**config.mk**
```make
export PLATFORM = sky130hd
export DESIGN_NAME = seq_sipo_byte_framer_flat
export DESIGN_NICKNAME = d
export VERILOG_FILES = /design/src/rtl/seq_sipo_byte_framer_if.sv /design/src/rtl/seq_sipo_byte_framer.sv /design/src/flat_wrapper.sv
export SDC_FILE = /design/constraint.sdc
export NUM_CORES = 1
export LEC_CHECK = 0
export BUFFER_PORTS_ARGS = -buffer_cell sky130_fd_sc_hd__buf_2
export CAP_MARGIN = 40
export CORE_AREA = 2 2 64 66
export DETAILED_ROUTE_END_ITERATION = 7
export DIE_AREA = 0 0 66 68
export PLACE_DENSITY = 0.69
export SLEW_MARGIN = 20
export SYNTH_ARGS = -nofsm -noshare
export SYNTH_HDL_FRONTEND = slang
export SYNTH_SLANG_ARGS = --single-unit
```
**constraint.sdc**
```tcl
create_clock -name clk -period 4.05 [get_ports clk]
set_input_delay 0.81 -clock clk [delete_from_list [all_inputs] [get_ports clk]]
set_output_delay 0.81 -clock clk [all_outputs]
set_load 0.01 [all_outputs]
```
**src/rtl/seq_sipo_byte_framer_if.sv**
```systemverilog
// Bus between the serial byte framer and its neighbours: the serial bit stream
// in, the byte val/rdy stream out and the sticky status flags.
interface seq_sipo_byte_framer_if;
  logic       en;
  logic       sin;
  logic       sync;
  // out_byte transfers on a rising edge where out_val && out_rdy; out_val never
  // depends on out_rdy, and out_val/out_byte hold steady until that transfer.
  logic       out_val;
  logic       out_rdy;
  logic [7:0] out_byte;
  logic       overflow;
  logic       perr;

  modport master (
    output en, sin, sync, out_rdy,
    input  out_val, out_byte, overflow, perr
  );

  modport slave (
    input  en, sin, sync, out_rdy,
    output out_val, out_byte, overflow, perr
  );
endinterface

```
**src/rtl/seq_sipo_byte_framer.sv**
```systemverilog
// Serial-to-byte framer with sync realignment and a 2-entry output FIFO.
// Optional odd-parity frame check enabled by defining SEQ_SIPO_BYTE_FRAMER_PARITY_EN.
module seq_sipo_byte_framer (
  input  logic                    clk,
  input  logic                    reset,
  seq_sipo_byte_framer_if.slave   bus
);

`ifdef SEQ_SIPO_BYTE_FRAMER_PARITY_EN
  localparam logic [3:0] LAST = 4'd8;
  localparam int         SR_W = 8;
`else
  // Without parity the oldest bit shifts straight into the byte, so only 7 bits need storing.
  localparam logic [3:0] LAST = 4'd7;
  localparam int         SR_W = 7;
`endif

  logic [SR_W-1:0] sr;
  logic [3:0]      cnt;
  logic [7:0]      mem [2];
  logic            rd_ptr;
  logic            wr_ptr;
  logic [1:0]      count;
  logic            overflow_q;

  logic            complete;
  logic            byte_ok;
  logic            pop;
  logic            push;
  logic [7:0]      new_byte;

  always_comb begin
    complete = bus.en && !bus.sync && (cnt == LAST);
`ifdef SEQ_SIPO_BYTE_FRAMER_PARITY_EN
    new_byte = sr;
    byte_ok  = ^{sr, bus.sin};
`else
    new_byte = {sr, bus.sin};
    byte_ok  = 1'b1;
`endif
    pop  = (count != 2'd0) && bus.out_rdy;
    // A full FIFO still accepts the byte when the head leaves in the same cycle.
    push = complete && byte_ok && ((count != 2'd2) || pop);
  end

`ifdef SEQ_SIPO_BYTE_FRAMER_PARITY_EN
  logic perr_q;

  always_ff @(posedge clk) begin
    if (!reset) begin
      perr_q <= 1'b0;
    end else if (complete && !byte_ok) begin
      perr_q <= 1'b1;
    end
  end

  assign bus.perr = perr_q;
`else
  assign bus.perr = 1'b0;
`endif

  always_ff @(posedge clk) begin
    if (!reset) begin
      sr         <= '0;
      cnt        <= 4'd0;
      mem[0]     <= 8'h00;
      mem[1]     <= 8'h00;
      rd_ptr     <= 1'b0;
      wr_ptr     <= 1'b0;
      count      <= 2'd0;
      overflow_q <= 1'b0;
    end else begin
      if (bus.en && bus.sync) begin
        sr  <= {{(SR_W-1){1'b0}}, bus.sin};
        cnt <= 4'd1;
      end else if (bus.en) begin
        sr  <= {sr[SR_W-2:0], bus.sin};
        cnt <= complete ? 4'd0 : cnt + 4'd1;
      end else if (bus.sync) begin
        sr  <= '0;
        cnt <= 4'd0;
      end

      if (push) begin
        mem[wr_ptr] <= new_byte;
        wr_ptr      <= ~wr_ptr;
      end
      if (pop) begin
        rd_ptr <= ~rd_ptr;
      end
      count <= count + {1'b0, push} - {1'b0, pop};

      if (complete && byte_ok && (count == 2'd2) && !pop) begin
        overflow_q <= 1'b1;
      end
    end
  end

  assign bus.out_val  = (count != 2'd0);
  assign bus.out_byte = mem[rd_ptr];
  assign bus.overflow = overflow_q;

endmodule

```
**src/flat_wrapper.sv**
```systemverilog
// flat-port wrapper written by rule: the top's interface ports become plain ports
module seq_sipo_byte_framer_flat 
  (clk, reset, bus_en, bus_sin, bus_sync, bus_out_rdy, bus_out_val, bus_out_byte, bus_overflow, bus_perr);
  seq_sipo_byte_framer_if bus_i ();
  input  logic clk;
  input  logic reset;
  input wire logic [$bits(bus_i.en)-1:0] bus_en;
  input wire logic [$bits(bus_i.sin)-1:0] bus_sin;
  input wire logic [$bits(bus_i.sync)-1:0] bus_sync;
  input wire logic [$bits(bus_i.out_rdy)-1:0] bus_out_rdy;
  output wire logic [$bits(bus_i.out_val)-1:0] bus_out_val;
  output wire logic [$bits(bus_i.out_byte)-1:0] bus_out_byte;
  output wire logic [$bits(bus_i.overflow)-1:0] bus_overflow;
  output wire logic [$bits(bus_i.perr)-1:0] bus_perr;
  assign bus_i.en = bus_en;
  assign bus_i.sin = bus_sin;
  assign bus_i.sync = bus_sync;
  assign bus_i.out_rdy = bus_out_rdy;
  assign bus_out_val = bus_i.out_val;
  assign bus_out_byte = bus_i.out_byte;
  assign bus_overflow = bus_i.overflow;
  assign bus_perr = bus_i.perr;
  seq_sipo_byte_framer u_core (.clk(clk), .reset(reset), .bus(bus_i));
endmodule
```
==> results.json, run 1 <==
{
  "die-height_um": 68,
  "crit_family": "compound AO/OA/AOI/OAI gates",
  "cp.depth": 4,
  "grt.total_usage_pct": 13.0,
  "required_ns": 3.97,
  "seqCellArea_um2": 821,
  "yosysTopAreaCell": "edfxtp_1",
  "stdcell_area_um2": 1680,
  "syn_inst": 124,
  "num_vias": 966,
  "critical_path_buf_inv_count": 1,
  "min_period_ns": 2.23,
  "die-area_um2": 4490,
  "final_common_cell": "dfxtp_1",
  "slew_headroom_pct": 53.7,
  "cts_setup_buffers": 0,
  "ys_ff_latch": 33,
  "synth.top_cell.area_share_pct": 32.8,
  "clk_latency_ns": 0.29,
  "drtIter0Drc": 54,
  "critPathLaunchType": "input pin",
  "synth_cell_types": 37,
  "drv_slew": 0,
  "clk_pin_slew_ns": 0.07,
  "synth_nets": 132,
  "worst_pin_slew_ns": 0.690,
  "drtAntennaViolNets": 0,
  "status": "complete, no violations",
  "overflow": 0,
  "clock-sinks": 33,
  "gp_congestion": 0.757,
  "grt_max_degree": 15,
  "final_cell_mix": "dfxtp_1, edfxtp_1, nor2_1, buf_2, and3_1",
  "leakagePower_nw": 0.717,
  "drc": 0,
  "ir_drop_mv": 0.182,
  "die_w_um": 66,
  "yosysSeqAreaShare_pct": 56.1,
  "fin_setup_tns_ns": 0,
  "vias_per_cell": 5.06,
  "period_share_pct": 55.0,
  "rr_worst_depth": 4,
  "hold_depth": 1,
  "dp_hpwl_um": 1860,
  "synth_area_leaders": "edfxtp_1, dfxtp_1, mux2_2, and3_1, mux2i_1",
  "drt_first_pass_iters": 4,
  "antenna_found_initial": 0,
  "ctsLongestPathBuffers": 2,
  "cts-root-buf": "clkbuf_8",
  "cp.arrival_ns": 2.15,
  "fmax_mhz": 449,
  "synth_area_per_cell_um2": 11.8,
  "cp_slowest_cell": "o21ai_1",
  "synth_flop_cell": "dfxtp_1",
  "rsz0062_at_grt": "no",
  "max_stage_delay_ns": 0.59,
  "routedWlPerCell_um": 13.6,
  "cts_tree": "built",
  "multiInputGateArea_um2": 603,
  "pwr_density_cell_nw_per_um2": 447,
  "cts_buffers": 5,
  "core_um2": 3860,
  "syn-cell-area_um2": 1460,
  "nets": 148,
  "clock_skew_ns": 0.00795,
  "nFillCells": 384,
  "cts_resized": 0,
  "synth-edff-count": 16,
  "postCtsHoldBufs": 0,
  "ys_async_sr_fraction_pct": 0,
  "fp-row-count": 23,
  "crit_chain": "buf_2, and4bb_1, nand3_2, o21ai_1",
  "hp-class": "register to register",
  "drt_wl_total_um": 2590,
  "placed_cell_area_um2": 1570,
  "drv_cap": 0,
  "cp-end-kind": "register",
  "drive_above_1_share_pct": 25.5,
  "grt_pass1_vias": 854,
  "floorplan.initialDensity_pct": 38.0,
  "antenna_cells": 0,
  "critPathMaxFanout": 14,
  "boundaryPins": 17,
  "finalHoldViolations": 0,
  "yosysWarnings": 0,
  "grt_pass1_wl_um": 4140,
  "numPortBuffers": 15,
  "syn2layout_area_growth_pct": 14.4,
  "setup_viol": 0,
  "htree_levels": 2,
  "critical_path_class": "input pin to register"
}
[worst paths after layout]
| path | slack (ns) | end | start |
|---|---|---|---|
| worst max register to register | 2.08 | u_core.mem[0][0] | u_core.cnt[1] |
| worst max-delay path | 1.82 | u_core.mem[0][0] | bus_en |
| worst min-delay path | 0.47 | u_core.bus.overflow | u_core.bus.overflow |
| worst min register to register | 0.47 | u_core.bus.overflow | u_core.bus.overflow |
[per-stage QoR]
step	hold WS, ns	util, %	total power [W]	setup WS (ns)	cells
final	0.475	43.4	0.000749	1.82	191
after floorplan	0.453	-	0.000437	2.00	124
after global placement	0.446	40.7	0.000458	1.63	183
after detailed placement	0.457	40.7	0.000461	1.51	183
after global routing	0.513	43.4	0.000785	1.68	191
after CTS	0.475	43.4	0.000756	1.80	191
[state kept, by name (all words and copies together), names as in the netlist, named ones only]
| signal | flops |
|---|---|
| u_core.mem | 16 |
| u_core.rd_ptr | 1 |
| u_core.wr_ptr | 1 |
| u_core.count | 2 |
| u_core.bus.overflow | 1 |
| u_core.cnt | 4 |
| u_core.sr | 7 |
[layout make-up]
cell class,instances,share of cell area (%)
flip-flops and latches,33,49.0
multi-input cells,83,36.0
repair buffers,15,4.48
clock buffers,6,4.33
well taps,50,3.73
clock inverters,2,2.02
inverters,2,0.448
[report_power, final]
part,switching (W),internal [W],total [W]
combinational,0.0000398,0.0000383,0.0000781
sequential,0.0000124,0.000363,0.000375
clock,0.000114,0.000181,0.000296
total,0.000167,0.000583,0.000749
[per-layer routing]
metal | wire (um) | GRT usage, % | vias to the layer above
li1 | - | - | 474
met1 | 1160 | 16.7 | 458
met2 | 1230 | 18.1 | 27
met3 | 125 | 4.44 | 7
met4 | 76 | 9.95 | 0
met5 | 0 | 0 | -
[cells by family (layout without fill, tap and decap cells)]
logic type | Yosys count | count (layout) | synth area share (%)
buffers and inverters | 8 | 25 | 2.74
and+or+nand+nor | 50 | 50 | 20.1
xor gates and xnor gates | 4 | 4 | 2.39
adders and majority gates | 2 | 2 | 1.71
other | 1 | 1 | 0.256
AOI/OAI and AO/OA | 9 | 9 | 4.10
muxes | 17 | 17 | 12.6
DFF | 33 | 33 | 56.1
[Yosys cell counts, drive strengths merged (2+ instances only)]
library cell and count:
buf 4, dfxtp 17, edfxtp 16, o21a 2, mux2i 8, clkbuf 2, xor2 2, and3 13
a21oi 3, xnor2 2, nor3 3, nor3b 2, mux2 9, nand3 3, or2 2, inv 2
ha 2, nor2 15, nand2 4
Note: power is estimated with default switching activity, not from simulation.
==> run 2, diff against run 1 <==
clock period = 2.2 ns   (was 4.05 ns; I/O delays follow)
==> results.json, run 2 (same netlist as run 1, synthesis figures left out) <==
{
  "hp-class": "input pin to register",
  "overflow": 0,
  "switching_share_pct": 23.6,
  "period_share_pct": 79.7,
  "min-delay-start": "bus_sin",
  "timing.rr.end": "u_core.mem[0][1]",
  "numPortBuffers": 15,
  "postCtsHoldBufs": 0,
  "cp-end-kind": "primary output",
  "gp_congestion": 0.780,
  "critical_path_class": "register to primary output",
  "floorplan.initialDensity_pct": 38.0,
  "setup_viol": 0,
  "status": "complete, no violations",
  "antenna_cells": 0,
  "ctsLongestPathBuffers": 2,
  "routedWlPerCell_um": 11.9,
  "die-height_um": 68,
  "core_um2": 3860,
  "cts_buffers": 5,
  "fp-row-count": 23,
  "finalHoldViolations": 0,
  "drt_wl_total_um": 2310,
  "worst_hold_slack_ns": 0.425,
  "seqPwrFrac_pct": 55.0,
  "pwr_density_cell_nw_per_um2": 750,
  "stdcell_area_um2": 1670,
  "boundaryPins": 17,
  "nets": 151,
  "final_common_cell": "dfxtp_1",
  "antenna_found_initial": 0,
  "drtIter0Drc": 40,
  "clk_pin_slew_ns": 0.07,
  "leakagePower_nw": 0.724,
  "pwr-share-comb_pct": 11.5,
  "crit_path_end": "bus_out_byte[5]",
  "drv_slew": 0,
  "r2r_start": "u_core.cnt[0]",
  "drive_above_1_share_pct": 27.8,
  "cts_resized": 0,
  "rr_worst_depth": 5,
  "drc": 0,
  "regToRegSetupSlack_ns": 0.55,
  "grt.total_usage_pct": 11.5,
  "grt_pass1_wl_um": 3800,
  "largest_register": "u_core.mem",
  "final_cell_mix": "dfxtp_1, edfxtp_1, nor2_1, buf_2, and3_1",
  "drtAntennaViolNets": 0,
  "die-area_um2": 4490,
  "htree_levels": 2,
  "net-switching-power_w": 0.000296,
  "reg.largest.list": "u_core.mem x16, u_core.sr x7, u_core.cnt x4",
  "largest_register_ffs": 16,
  "ir_drop_mv": 0.211,
  "critPathLaunchType": "register",
  "die_w_um": 66,
  "cts_setup_buffers": 0,
  "grt_pass1_vias": 864,
  "cts_tree": "built",
  "final_util_pct": 43.4,
  "required_ns": 1.76,
  "rsz0062_at_grt": "no",
  "syn2layout_area_growth_pct": 14.4,
  "critPathMaxFanout": 8,
  "drt_first_pass_iters": 4,
  "clock_skew_ns": 0.00784,
  "num_vias": 940,
  "placed_cell_area_um2": 1590,
  "nFillCells": 377,
  "fin_setup_tns_ns": 0,
  "p_clk_share_pct": 33.5,
  "drv_cap": 0,
  "clock-sinks": 33,
  "fmax_mhz": 570,
  "internal-power_w": 0.000959,
  "vias_per_cell": 4.85,
  "dp_hpwl_um": 1710,
  "cts-root-buf": "clkbuf_8",
  "cp.arrival_ns": 1.31,
  "grt_max_degree": 14,
  "min_period_ns": 1.75,
  "clk_latency_ns": 0.29
}
run 2: changes by cell type in the layout (fill, tap and decap cells not counted):
cell / before / now
buf_4: 0 / 3
clkinv_2: 0 / 2
bufinv_16: 1 / 0
clkinv_1: 1 / 0
run 2: per-stage QoR:
step | total power [W] | setup slack (ns) | cells
after detailed placement | 0.000850 | 0.451 | 186
after global placement | 0.000844 | 0.530 | 186
after global routing | 0.00131 | 0.379 | 194
after CTS | 0.00127 | 0.414 | 194
final | 0.00126 | 0.446 | 194
after floorplan | 0.000805 | 0.500 | 124
run 2: layout make-up:
cell class / instances / area [um^2] / share of cell area [%]
Clock buffer: 6 / 72.6 / 4.33
Clock inverter: 2 / 10.0 / 0.598
Inverter: 2 / 7.51 / 0.448
Sequential cell: 33 / 821 / 49.0
Timing Repair Buffer: 18 / 97.6 / 5.83
Multi-Input combinational cell: 83 / 603 / 36.0
Tap cell: 50 / 62.6 / 3.74
run 2: how the worst min path moves through the flow:
stage                                endpoint  slack (ns)  depth (start not counted)
after floorplan                 u_core.cnt[3]        0.45                          2
after global placement    u_core.bus.overflow        0.45                          1
after detailed placement  u_core.bus.overflow        0.45                          1
after CTS                        u_core.sr[0]        0.42                          3
after global routing             u_core.sr[0]        0.45                          3
final                            u_core.sr[0]        0.43                          3
run 2: critical path, stage by stage, from the launching register on:
cell and delay, ns:
dfxtp_1 0.52, mux2_2 0.38, buf_2 0.14
run 2: per-layer routing:
layer	vias up	global-route usage [%]	part of all wire, %
li1	479	-	-
met1	439	13.0	45
met2	17	18.7	49
met3	5	2.96	3.1
met4	0	9.18	2.4
met5	-	0	0
run 2: power groups by stage:
| stage | clock, W | combinational [W] | sequential [W] |
|---|---|---|---|
| 2_1_floorplan | 0 | 0.000113 | 0.000692 |
| 6_report | 0.000420 | 0.000145 | 0.000690 |
| 4_1_cts | 0.000433 | 0.000146 | 0.000692 |
| 3_5_place_dp | 0 | 0.000145 | 0.000704 |
| 3_3_place_gp | 0 | 0.000142 | 0.000703 |
| 5_1_grt | 0.000452 | 0.000161 | 0.000694 |
==> run 3, diff against run 2 <==
ABC_AREA = 1   (was not set)
CORE_AREA = 2 2 65 67   (was 2 2 64 66)
DIE_AREA = 0 0 67 69   (was 0 0 66 68)
PLACE_DENSITY = 0.68   (was 0.69)
clock period = 1.8 ns   (was 2.2 ns; I/O delays follow)
==> results.json, run 3 <==
{
  "cp.arrival_ns": 1.32,
  "grt.total_usage_pct": 12.2,
  "stdcell_area_um2": 1740,
  "synth_flop_cell": "dfxtp_1",
  "clk_pin_slew_ns": 0.06,
  "rsz0062_at_grt": "no",
  "ys_ff_latch": 33,
  "cp-end-kind": "primary output",
  "largest_register_ffs": 16,
  "drt_wl_total_um": 2360,
  "ir_drop_mv": 0.533,
  "clock-sinks": 33,
  "syn_inst": 163,
  "nFillCells": 408,
  "boundaryPins": 17,
  "pwr-share-comb_pct": 8.7,
  "required_ns": 1.44,
  "drv_cap": 0,
  "critical_path_class": "register to primary output",
  "internal-power_w": 0.00128,
  "synth_nets": 171,
  "cts_tree": "built",
  "drtIter0Drc": 60,
  "cts_buffers": 5,
  "ctsLongestPathBuffers": 2,
  "seqPwrFrac_pct": 51.1,
  "floorplan.initialDensity_pct": 38.2,
  "yosysTopAreaCell": "edfxtp_1",
  "critPathMaxFanout": 8,
  "numPortBuffers": 15,
  "drive_above_1_share_pct": 25.9,
  "critPathLaunchType": "register",
  "vias_per_cell": 4.42,
  "fp-row-count": 23,
  "drv_slew": 0,
  "hp-class": "input pin to register",
  "seqCellArea_um2": 821,
  "final_common_cell": "nand2_1",
  "worst_hold_slack_ns": 0.354,
  "cts-root-buf": "clkbuf_8",
  "antenna_found_initial": 0,
  "fmax_mhz": 596,
  "htree_levels": 2,
  "nets": 192,
  "synth_area_per_cell_um2": 9.17,
  "routedWlPerCell_um": 10.0,
  "net-switching-power_w": 0.000347,
  "synth_cell_types": 22,
  "final_cell_mix": "nand2_1, nor2_1, inv_1, dfxtp_1, edfxtp_1",
  "yosysWarnings": 0,
  "overflow": 0,
  "drt_first_pass_iters": 4,
  "die-area_um2": 4620,
  "pwr_density_cell_nw_per_um2": 932,
  "switching_share_pct": 21.3,
  "num_vias": 1038,
  "synth-edff-count": 16,
  "critical_path_buf_inv_count": 1,
  "placed_cell_area_um2": 1630,
  "clk_latency_ns": 0.28,
  "synth_area_leaders": "edfxtp_1, dfxtp_1, nand2_1, mux2_2, nor2_1",
  "core_um2": 3910,
  "crit_family": "flip-flops",
  "syn-cell-area_um2": 1500,
  "largest_register": "u_core.mem",
  "cts_setup_buffers": 0,
  "leakagePower_nw": 0.711,
  "period_share_pct": 93.3,
  "clock_skew_ns": 0.00414,
  "dp_hpwl_um": 1710,
  "grt_max_degree": 13,
  "antenna_cells": 0,
  "fin_setup_tns_ns": 0,
  "postCtsHoldBufs": 0,
  "cp_slowest_cell": "dfxtp_1",
  "ys_async_sr_fraction_pct": 0,
  "syn2layout_area_growth_pct": 16.7,
  "grt_pass1_wl_um": 4330,
  "yosysSeqAreaShare_pct": 54.9,
  "synth.top_cell.area_share_pct": 32.1,
  "drc": 0,
  "die_w_um": 67,
  "max_stage_delay_ns": 0.53,
  "status": "complete, no violations",
  "post-place-cells": 227,
  "gr-usage-met2_pct": 19.4,
  "use_met3_pct": 3.43,
  "instances_no_fill": 235,
  "grt_use_met1_pct": 15.4,
  "grt_pass1_vias": 1004,
  "setup_viol": 0,
  "min_period_ns": 1.68,
  "multiInputGateArea_um2": 556,
  "die-height_um": 69,
  "reg.largest.list": "u_core.mem x16, u_core.sr x7, u_core.cnt x4",
  "ys_top_cells_by_count": "nand2_1, nor2_1, inv_1, dfxtp_1, edfxtp_1",
  "finalHoldViolations": 0,
  "gp_congestion": 0.774,
  "crit_chain": "mux2_2, buf_2",
  "busiest_layer": "met2",
  "drtAntennaViolNets": 0,
  "p_clk_share_pct": 40.1,
  "yosysMostFrequentCell": "nand2_1"
}
[run 3: final timing paths]
check | start | slack [ns] | endpoint | depth (start not counted)
min reg2reg | u_core.rd_ptr | 0.46 | u_core.rd_ptr | 1
min | bus_sin | 0.35 | u_core.sr[0] | 3
max reg2reg | u_core.cnt[0] | 0.20 | u_core.mem[0][2] | 7
max | register | 0.12 | bus_out_byte[7] | 2
[run 3: final cells by class]
cell class	count	share of cell area (%)
clock buffers	6	4.16
well taps	50	3.59
flip-flops and latches	33	47.1
inverters	27	5.81
repair buffers	18	5.60
multi-input cells	99	31.9
clock inverters	2	1.94
[run 3: repair_timing]
action / CTS / global route
hold endpoints to repair: 0 / 0
endpoints found under the setup margin: 0 / 16
gates resized for setup: 0 / 2
[run 3: cell families after synthesis]
family | after synthesis | synth area share [%]
AO/OA/AOI/OAI | 18 | 6.44
adder cells (fa/ha/maj) | 2 | 1.67
buffers and inverters | 31 | 8.28
other | 1 | 0.251
AND/OR/NAND/NOR | 70 | 22.4
flip-flops | 33 | 54.9
multiplexers | 8 | 6.03
[run 3: through the flow]
stage | total power (W) | utilization, % | setup slack (ns)
floorplan | 0.000949 | - | 0.192
global placement | 0.000989 | 41.7 | 0.131
finish | 0.00163 | 44.6 | 0.121
global route | 0.00171 | 44.6 | 0.0406
detailed placement | 0.000991 | 41.7 | 0.0717
CTS | 0.00165 | 44.4 | 0.0555
[run 3: worst reg2reg max path, cell delays in order (launching register included)]
cell,delay [ns]
dfxtp_1,0.39
ha_1,0.23
nand2_2,0.09
nor2_4,0.10
nand2_4,0.07
nor2_8,0.13
nand3_4,0.08
nand2_2,0.19
[run 3: metal layers]
metal	wire, um	vias up	part of all wire [%]
li1	-	561	-
met1	1100	457	47
met2	1130	15	48
met3	81	5	3.4
met4	40	0	1.7
met5	0	-	0
[run 3: power groups by stage]
| stage | Combinational (W) | Sequential (W) | Clock [W] |
|---|---|---|---|
| after CTS | 0.000143 | 0.000832 | 0.000674 |
| final | 0.000142 | 0.000832 | 0.000653 |
| after global placement | 0.000141 | 0.000848 | 0 |
| after detailed placement | 0.000143 | 0.000849 | 0 |
| after global routing | 0.000164 | 0.000836 | 0.000708 |
| after floorplan | 0.000111 | 0.000838 | 0 |
